[config.mk]
export PLATFORM = sky130hd
export DESIGN_NAME = result_arbiter_flat
export DESIGN_NICKNAME = d
export VERILOG_FILES = /design/src/rtl/result_arbiter_if.sv /design/src/rtl/result_arbiter.sv /design/src/flat_wrapper.sv
export SDC_FILE = /design/constraint.sdc
export NUM_CORES = 1
export LEC_CHECK = 0
export CAP_MARGIN = 20
export CORE_AREA = 2 2 201 203
export CTS_CLUSTER_DIAMETER = 100
export DETAILED_ROUTE_END_ITERATION = 12
export DIE_AREA = 0 0 203 205
export MAX_ROUTING_LAYER = met4
export REMOVE_ABC_BUFFERS = 1
export SLEW_MARGIN = 10
export SYNTH_ARGS = -nofsm -noshare
export SYNTH_HDL_FRONTEND = slang
export SYNTH_SLANG_ARGS = --single-unit
[constraint.sdc]
create_clock -name clk -period 11.48 [get_ports clk]
set_input_delay 1.148 -clock clk [delete_from_list [all_inputs] [get_ports clk]]
set_output_delay 1.148 -clock clk [all_outputs]
set_load 0.01 [all_outputs]
[src/rtl/result_arbiter_if.sv]
// result_arbiter_if
//   Bundles the worker-result handshake and the frame-buffer write port that
//   result_arbiter sits between.
//   Parameters: NUM_WORKERS (worker count), ITER_W (iteration-count width).
//   Worker side : start, jw_ra_req, jw_ra_x, jw_ra_y, jw_ra_iter -> arbiter
//                 ra_jw_ack <- arbiter
//   Frame buffer: fb_ready -> arbiter
//                 fb_wr_en, fb_addr, fb_data <- arbiter
//   Status      : frame_done, range_err <- arbiter
//   modport master: the arbiter.  modport slave: the workers and frame buffer.
interface result_arbiter_if #(
  parameter int NUM_WORKERS = 16,
  parameter int ITER_W      = 8
);
  logic                          start;
  logic [NUM_WORKERS-1:0]        jw_ra_req;
  logic [NUM_WORKERS*10-1:0]     jw_ra_x;
  logic [NUM_WORKERS*10-1:0]     jw_ra_y;
  logic [NUM_WORKERS*ITER_W-1:0] jw_ra_iter;
  logic [NUM_WORKERS-1:0]        ra_jw_ack;
  logic                          fb_ready;
  logic                          fb_wr_en;
  logic [18:0]                   fb_addr;
  logic [ITER_W-1:0]             fb_data;
  logic                          frame_done;
  logic                          range_err;

  modport master (
    input  start, jw_ra_req, jw_ra_x, jw_ra_y, jw_ra_iter, fb_ready,
    output ra_jw_ack, fb_wr_en, fb_addr, fb_data, frame_done, range_err
  );

  modport slave (
    output start, jw_ra_req, jw_ra_x, jw_ra_y, jw_ra_iter, fb_ready,
    input  ra_jw_ack, fb_wr_en, fb_addr, fb_data, frame_done, range_err
  );
endinterface

[src/rtl/result_arbiter.sv]
// result_arbiter
//   Collects finished pixels from NUM_WORKERS Julia workers through a
//   round-robin arbiter and writes them to the frame buffer at linear address
//   y*(XMAX+1)+x. Pixels with coordinates outside the frame are dropped and
//   flagged in the sticky range_err. frame_done rises once every pixel of the
//   frame has been written; start re-arms for the next frame.
//   Parameters: NUM_WORKERS, ITER_W, XMAX/YMAX (last valid column/row).
//   Ports:
//     clk  - rising-edge clock
//     rst  - asynchronous active-high reset
//     bus  - result_arbiter_if.master (worker handshake, fb write port, status)
//
//   state | meaning
//   ------+-------------------------------------------------------------
//   IDLE  | after reset, waiting for start
//   ARB   | searching for a requesting worker from ptr, wrapping
//   WRITE | fb_wr_en high, addr/data held until fb_ready
//   DONE  | whole frame written, frame_done held, requests ignored
module result_arbiter #(
  parameter int NUM_WORKERS = 16,
  parameter int ITER_W      = 8,
  parameter int XMAX        = 639,
  parameter int YMAX        = 479
) (
  input  logic               clk,
  input  logic               rst,
  result_arbiter_if.master   bus
);

  localparam int          PTR_W     = (NUM_WORKERS > 1) ? $clog2(NUM_WORKERS) : 1;
  localparam logic [18:0] LINE_LEN  = 19'(XMAX + 1);
  localparam logic [18:0] FRAME_PIX = 19'((XMAX + 1) * (YMAX + 1));
  localparam logic [9:0]  X_LAST    = 10'(XMAX);
  localparam logic [9:0]  Y_LAST    = 10'(YMAX);
  localparam logic [PTR_W-1:0] PTR_LAST = PTR_W'(NUM_WORKERS - 1);

  typedef enum logic [1:0] {
    IDLE  = 2'd0,
    ARB   = 2'd1,
    WRITE = 2'd2,
    DONE  = 2'd3
  } state_t;

  state_t                 state;
  logic [PTR_W-1:0]       ptr;
  logic [18:0]            pix_cnt;
  logic [NUM_WORKERS-1:0] ack_q;
  logic                   wr_en_q;
  logic [18:0]            addr_q;
  logic [ITER_W-1:0]      data_q;
  logic                   done_q;
  logic                   err_q;

  // A worker whose ack is on the wire this cycle still shows req (it only
  // sees the ack at the coming edge), so it must not win again yet.
  logic [NUM_WORKERS-1:0] eligible;
  assign eligible = bus.jw_ra_req & ~ack_q;

  // Round-robin search: first eligible worker at or after ptr, wrapping.
  logic             gnt_found;
  logic [PTR_W-1:0] gnt_idx;
  logic [PTR_W-1:0] cand;

  always_comb begin
    gnt_found = 1'b0;
    gnt_idx   = '0;
    cand      = '0;
    for (int i = 0; i < NUM_WORKERS; i++) begin
      cand = PTR_W'((int'(ptr) + i) % NUM_WORKERS);
      if (!gnt_found && eligible[cand]) begin
        gnt_found = 1'b1;
        gnt_idx   = cand;
      end
    end
  end

  // Result fields of the granted worker.
  logic [9:0]        sel_x;
  logic [9:0]        sel_y;
  logic [ITER_W-1:0] sel_iter;

  always_comb begin
    sel_x    = '0;
    sel_y    = '0;
    sel_iter = '0;
    for (int i = 0; i < NUM_WORKERS; i++) begin
      if (PTR_W'(i) == gnt_idx) begin
        sel_x    = bus.jw_ra_x[i*10 +: 10];
        sel_y    = bus.jw_ra_y[i*10 +: 10];
        sel_iter = bus.jw_ra_iter[i*ITER_W +: ITER_W];
      end
    end
  end

  logic                   in_range;
  logic [18:0]            lin_addr;
  logic [PTR_W-1:0]       next_ptr;
  logic [NUM_WORKERS-1:0] gnt_onehot;

  assign in_range   = (sel_x <= X_LAST) && (sel_y <= Y_LAST);
  // Full 19-bit product: 479*640+639 = 307199 fits without truncation.
  assign lin_addr   = ({9'd0, sel_y} * LINE_LEN) + {9'd0, sel_x};
  assign next_ptr   = (gnt_idx == PTR_LAST) ? '0 : gnt_idx + PTR_W'(1);
  assign gnt_onehot = NUM_WORKERS'(1) << gnt_idx;

  always_ff @(posedge clk or posedge rst) begin
    if (rst) begin
      state   <= IDLE;
      ptr     <= '0;
      pix_cnt <= '0;
      ack_q   <= '0;
      wr_en_q <= 1'b0;
      addr_q  <= '0;
      data_q  <= '0;
      done_q  <= 1'b0;
      err_q   <= 1'b0;
    end else begin
      // ack is a single-cycle pulse unless re-armed below.
      ack_q <= '0;
      case (state)
        IDLE: begin
          if (bus.start) begin
            pix_cnt <= '0;
            err_q   <= 1'b0;
            ptr     <= '0;
            state   <= ARB;
          end
        end

        ARB: begin
          if (gnt_found) begin
            ack_q <= gnt_onehot;
            ptr   <= next_ptr;
            if (in_range) begin
              addr_q  <= lin_addr;
              data_q  <= sel_iter;
              wr_en_q <= 1'b1;
              state   <= WRITE;
            end else begin
              // Dropped pixel: consumed (acked) but never written or counted.
              err_q <= 1'b1;
            end
          end
        end

        WRITE: begin
          if (bus.fb_ready) begin
            wr_en_q <= 1'b0;
            pix_cnt <= pix_cnt + 19'd1;
            if (pix_cnt + 19'd1 == FRAME_PIX) begin
              done_q <= 1'b1;
              state  <= DONE;
            end else begin
              state <= ARB;
            end
          end
        end

        DONE: begin
          if (bus.start) begin
            done_q  <= 1'b0;
            pix_cnt <= '0;
            err_q   <= 1'b0;
            ptr     <= '0;
            state   <= ARB;
          end
        end

        default: state <= IDLE;
      endcase
    end
  end

  assign bus.ra_jw_ack  = ack_q;
  assign bus.fb_wr_en   = wr_en_q;
  assign bus.fb_addr    = addr_q;
  assign bus.fb_data    = data_q;
  assign bus.frame_done = done_q;
  assign bus.range_err  = err_q;

endmodule
[src/flat_wrapper.sv]
// flat-port wrapper written by rule: the top's interface ports become plain ports
module result_arbiter_flat 
#(
  parameter int NUM_WORKERS = 16,
  parameter int ITER_W      = 8,
  parameter int XMAX        = 639,
  parameter int YMAX        = 479
)
  (clk, rst, bus_start, bus_jw_ra_req, bus_jw_ra_x, bus_jw_ra_y, bus_jw_ra_iter, bus_fb_ready, bus_ra_jw_ack, bus_fb_wr_en, bus_fb_addr, bus_fb_data, bus_frame_done, bus_range_err);
  result_arbiter_if #(.NUM_WORKERS(NUM_WORKERS), .ITER_W(ITER_W)) bus_i ();
  input  logic clk;
  input  logic rst;
  input wire logic [$bits(bus_i.start)-1:0] bus_start;
  input wire logic [$bits(bus_i.jw_ra_req)-1:0] bus_jw_ra_req;
  input wire logic [$bits(bus_i.jw_ra_x)-1:0] bus_jw_ra_x;
  input wire logic [$bits(bus_i.jw_ra_y)-1:0] bus_jw_ra_y;
  input wire logic [$bits(bus_i.jw_ra_iter)-1:0] bus_jw_ra_iter;
  input wire logic [$bits(bus_i.fb_ready)-1:0] bus_fb_ready;
  output wire logic [$bits(bus_i.ra_jw_ack)-1:0] bus_ra_jw_ack;
  output wire logic [$bits(bus_i.fb_wr_en)-1:0] bus_fb_wr_en;
  output wire logic [$bits(bus_i.fb_addr)-1:0] bus_fb_addr;
  output wire logic [$bits(bus_i.fb_data)-1:0] bus_fb_data;
  output wire logic [$bits(bus_i.frame_done)-1:0] bus_frame_done;
  output wire logic [$bits(bus_i.range_err)-1:0] bus_range_err;
  assign bus_i.start = bus_start;
  assign bus_i.jw_ra_req = bus_jw_ra_req;
  assign bus_i.jw_ra_x = bus_jw_ra_x;
  assign bus_i.jw_ra_y = bus_jw_ra_y;
  assign bus_i.jw_ra_iter = bus_jw_ra_iter;
  assign bus_i.fb_ready = bus_fb_ready;
  assign bus_ra_jw_ack = bus_i.ra_jw_ack;
  assign bus_fb_wr_en = bus_i.fb_wr_en;
  assign bus_fb_addr = bus_i.fb_addr;
  assign bus_fb_data = bus_i.fb_data;
  assign bus_frame_done = bus_i.frame_done;
  assign bus_range_err = bus_i.range_err;
  result_arbiter #(.NUM_WORKERS(NUM_WORKERS), .ITER_W(ITER_W), .XMAX(XMAX), .YMAX(YMAX)) u_core (.clk(clk), .rst(rst), .bus(bus_i));
endmodule
Word-level counts from Yosys, hierarchy flattened

Index checks and enable logic that the tools add are counted.

Add/subtract/negate cells: 18
Mux-type cells: 138
Magnitude comparators: 18
Reduce and logical (&&, ||, !) cells: 45
Bitwise gates (word level): 2
Shifts and indexed selects: 1
Equality and inequality tests: 27
Multiply operators: 1

Operators by type and width:

| kind                                                                          | number |
|---|---|
| 10-bit two-way mux                                                            | 32 |
| 8-bit two-way mux                                                             | 16 |
| 4-bit by 5-bit less-than comparator with 1-bit output (second input constant) | 16 |
| 4-bit two-way mux                                                             | 19 |
| 1-bit binary-select mux with 4-bit select                                     | 16 |
| 1-bit two-way mux                                                             | 40 |
| 19-bit two-way mux                                                            | 2 |
| 19-bit one-hot mux with 2 select lines                                        | 1 |
| 4-bit adder (second input constant)                                           | 8 |
| 4-bit equality test (first input constant)                                    | 8 |
| 16-bit two-way mux                                                            | 2 |
| 19-bit by 1-bit adder with 19-bit output (second input constant)              | 1 |
| 19-bit by 10-bit adder with 19-bit output                                     | 1 |
| 19-bit equality test (second input constant)                                  | 1 |
| 4-bit by 3-bit adder with 4-bit output (second input constant)                | 4 |
| 16-bit AND                                                                    | 1 |
| 3-bit by 4-bit equality test with 1-bit output (first input constant)         | 4 |
| 1-bit logical AND                                                             | 16 |
| 16-bit NOT                                                                    | 1 |
| 4-bit AND reduction                                                           | 4 |
| 1-bit by 4-bit << shifter with 16-bit output (first input constant)           | 1 |
| 1-bit logical NOT                                                             | 15 |
| 10-bit by 3-bit multiplier with 12-bit output (second input constant)         | 1 |
| 10-bit <= comparator (second input constant)                                  | 1 |
| other kinds (19)                                                              | 39 |

Bits in registers: 71
Input bits: 468
Output and inout bits: 46
Word-level logic and storage cells: 259

Logic depth before layout (Yosys ltp)

Depth after elaboration: 72
Gate-level depth with buffers: 45
Mapped depth without buffers: 36

Worst setup path after synthesis

OpenSTA, ideal clock, no wires.

Kind: flip-flop to flip-flop
From: register u_core.ptr[1]
To: register u_core.addr_q[18], in the netlist u_core.bus.fb_addr[18]
Arrival time: 8963 ps
Clock period less this slack: 9088 ps
Required time: 11355 ps
Cell stages (with the launch flop): 40
Setup slack: 2392 ps
Buffers on the path: 7
Library setup time: 125 ps
Path through: dfrtp_1 > buf_2 > inv_1 > buf_1 > ha_1 > inv_2 > buf_2 > mux4_2 > mux2i_4 > nand4_1 > or4b_1 > buf_2 > nor2_1 > nand2_1 > o31a_1 > ha_1 > clkbuf_1 > inv_1 > [... 4 more ...] > a221oi_1 > or3_1 > a211oi_1 > a211oi_1 > o21ai_1 > ha_1 > ha_1 > fa_1 > a21oi_1 > nor2_1 > nor2_1 > o21bai_1 > a21oi_1 > xnor2_1 > nand3_1 > xnor2_1 > xnor2_1 > mux2_4

Longest elaborated chain between the ends: 68
Elaborated cells between the ends (all ways): 163
Those cells by class: add/sub: 16; mul: 1; order compare: 2; eq/ne: 15; mux: 96; reduce/logical: 33

RTL lines:

| element                                                                                         | RTL line              | source |
|---|---|---|
| from (decl)                                                                                     | result_arbiter.sv:45  | `logic [PTR_W-1:0] ptr;` |
| from (signal assigned)                                                                          | result_arbiter.sv:133 | `ptr <= next_ptr;` |
| parallel branches: the longest is 68 deep, another holds 4-bit by 1-bit adder with 4-bit output | -                     |  |
| to (signal assigned)                                                                            | result_arbiter.sv:135 | `addr_q <= lin_addr;` |
| to (decl)                                                                                       | result_arbiter.sv:49  | `logic [18:0] addr_q;` |

Several ways; the timed one is not identified. The select of a mux whose other input is x is not followed.
A chain may end at the register's enable or synchronous reset.

Worst setup path in the final report

From: register u_core.ptr[0]
To: register u_core.addr_q[18], in the netlist u_core.bus.fb_addr[18]

The elaborated chain is that of the path after synthesis.

==> run metrics <==
Num CTS Buffers 9; Top Usage Layer GRT met2; Req. time, crit path 11.71 ns; vias in the first global route between 10000 and 15000; routed vias between 10000 and 15000; drt wl/cell 29.8 microns; Hold Path Class reg2reg; Die Height 205 microns; Worst setup SP type register; final critical-path share of the clock period 90.9%; DRC Markers 0; unique cell type count in the Yosys netlist 105; antenna violations before repair 8; largest net degree at the start of global routing 72; synthesized area per cell 7.95 sq um; Pins Over Slew Limit 0; post-route core utilization around 43%; Filler cells 4007; worst r2r src u_core.ptr[0]; Starting Density 28.3%; GPL Wtd Cong 1.06; clk slew on worst S/H paths 0.07 ns; WS Path Type reg2reg; non-filler cells in the finished layout 2388; antenna viol nets, final 0; met2 global-route usage a little under three fifths; cell area after synthesis between 10000 and 15000 sq um; Post-Synthesis Cells 1401; H-tree levels 3; cell count after placement between 2000 and 2500; Placeable Area between 30000 and 40000 sq um; clock root cell clkbuf_16; Die Area 41600 sq um; CTS sink count 71; status finished, final reports clean; Final Critical Period 10.44 ns; num rows between 70 and 80; yosys warns 0; top-area cell type share of the netlist area between 10% and 20%; commonest non-fill, non-tap cell in the layout clkdlybuf4s50_1; worst hold slack 0.504 ns; max-cap violations 0; Setup violations, final 0; post-detail-place hpwl ~57000 microns; layout cells sized above 1 9.92%; Hold Path Origin u_core.bus.fb_data[2]; gr usage total approximately 34%; final wirelength 71300 microns; post-synth top area cell dfrtp_1; hold_buf cts 0; skew final 0.0187 ns; Worst-Margin Slew 1.10 ns; crit path from u_core.ptr[0]; Seq/Total Area, Yosys 15.9%; Final Cell Area 17100 sq um; asr flop ratio synth 100%; Max-slew headroom 26.6%; first-pass GRT wire length 101000 microns; synth-to-layout area growth 53.5%; vias per inst 6.04; setup repair after global routing missed its margin no; number of post-CTS setup repair buffers 0; Crit Path Max Fanout 37; PostCTS Resize Cnt 0; CP arrival 10.67 ns; maximum root-to-sink buffer count 2; Final nets 2356; TritonRoute pass-1 iters 7; grt met1 use 41.3%; TritonCTS clock tree yes; most frequent cells in the layout clkdlybuf4s50_1 (513), nor2_1 (151), nand2_1 (108); met3 Use GR 6.12%; slowest stage delay, CP 0.89 ns; FMAX 95.8 MHz; Die Width 203 microns; Overflow after GRT 0; 1st-iter DRT viols 1314; Post-synth EDFFs 0; CP max-delay cell nor3_2; count of final hold-check violations 0; placed cell area roughly 17000 sq um; num ports just over 500; PortBufs roughly 500; Seq cells post-synth 71; Synth Flop Type dfrtp_1; Synth area leaders dfrtp_1 (16%), mux4_2 (7.1%), nor2_1 (5.2%); latest clock arrival within the worst-skew pair 0.36 ns; crit end category register
## registers in the layout, summed over array words and instances (netlist names)
signal,flops
u_core.bus.fb_addr,19
u_core.bus.fb_data,8
u_core.bus.fb_wr_en,1
u_core.bus.frame_done,1
u_core.bus.ra_jw_ack,16
u_core.bus.range_err,1
u_core.pix_cnt,19
u_core.ptr,4
u_core.state,2
## per-stage QoR
| stage | TNS [ns] | setup slack, ns |
|---|---|---|
| 2_1_floorplan | -7.63 | -1.40 |
| 3_3_place_gp | 0 | 1.23 |
| 3_5_place_dp | 0 | 1.01 |
| 4_1_cts | 0 | 1.21 |
| 5_1_grt | 0 | 0.429 |
| 6_report | 0 | 1.04 |
## kinds of logic (layout without fill, tap and decap cells)
kind of cell / after synthesis / count (layout) / share of synthesized area [%]
adders and majority gates: 38 / 38 / 4.40
buffers and inverters: 146 / 600 / 6.21
other: 0 / 8 / 0
AOI/OAI and AO/OA: 502 / 502 / 32.8
xor gates and xnor gates: 38 / 38 / 3.12
DFF: 71 / 71 / 15.9
muxes: 102 / 102 / 14.3
and+or+nand+nor: 504 / 504 / 23.2
## layout make-up
class	instances	area, sq um	share of cell area, %
Multi-Input combinational cell	1184	8730	51.1
Timing Repair Buffer	557	5470	32.0
Sequential cell	71	1780	10.4
Tap cell	525	657	3.84
Clock buffer	10	239	1.40
Inverter	27	106	0.622
Clock inverter	6	91.3	0.534
Antenna cell	8	20.0	0.117
## worst paths after layout
check,end,slack (ns),cells after the start
max,u_core.bus.fb_addr[18],1.04,31
min,u_core.bus.fb_data[2],0.50,1
max reg2reg,u_core.bus.fb_addr[18],1.04,31
min reg2reg,u_core.bus.fb_data[2],0.50,1
max in group asynchronous,u_core.bus.ra_jw_ack[0],9.42,3
min in group asynchronous,u_core.bus.fb_addr[2],1.41,3
## worst max-delay path: cells and delay by family (launching register included)
family / cells / cell delay, ns
adder cells (fa/ha/maj): 4 / 1.55
XOR/XNOR: 3 / 0.50
AO/OA/AOI/OAI: 9 / 2.05
multiplexers: 3 / 1.52
buffers and inverters: 4 / 1.03
AND/OR/NAND/NOR: 8 / 3.33
flip-flops: 1 / 0.32
## cells in the mapped netlist (15+ instances only)
cell type,count
a211oi_1,19
a21oi_1,86
a221oi_1,40
a222oi_1,15
a22oi_1,24
a31oi_1,16
and3_1,28
buf_2,27
clkbuf_1,70
dfrtp_1,71
ha_1,36
inv_1,23
mux2_4,21
mux2i_1,33
mux4_2,35
nand2_1,108
nand2b_1,23
nand3_1,37
nor2_1,153
nor3_1,44
o21ai_0,66
o221ai_1,25
o22ai_1,50
o32ai_1,18
xnor2_1,23
## per-layer routing
| metal | share of wire, % | vias up |
|---|---|---|
| met5 | 0 | - |
| met2 | 48 | 788 |
| li1 | - | 6430 |
| met4 | 3.9 | 0 |
| met3 | 7.5 | 104 |
| met1 | 40 | 7103 |
Power is left out: the tool's default activity adds up to more than one toggle a clock period on the data nets, which glitch-free logic cannot reach.
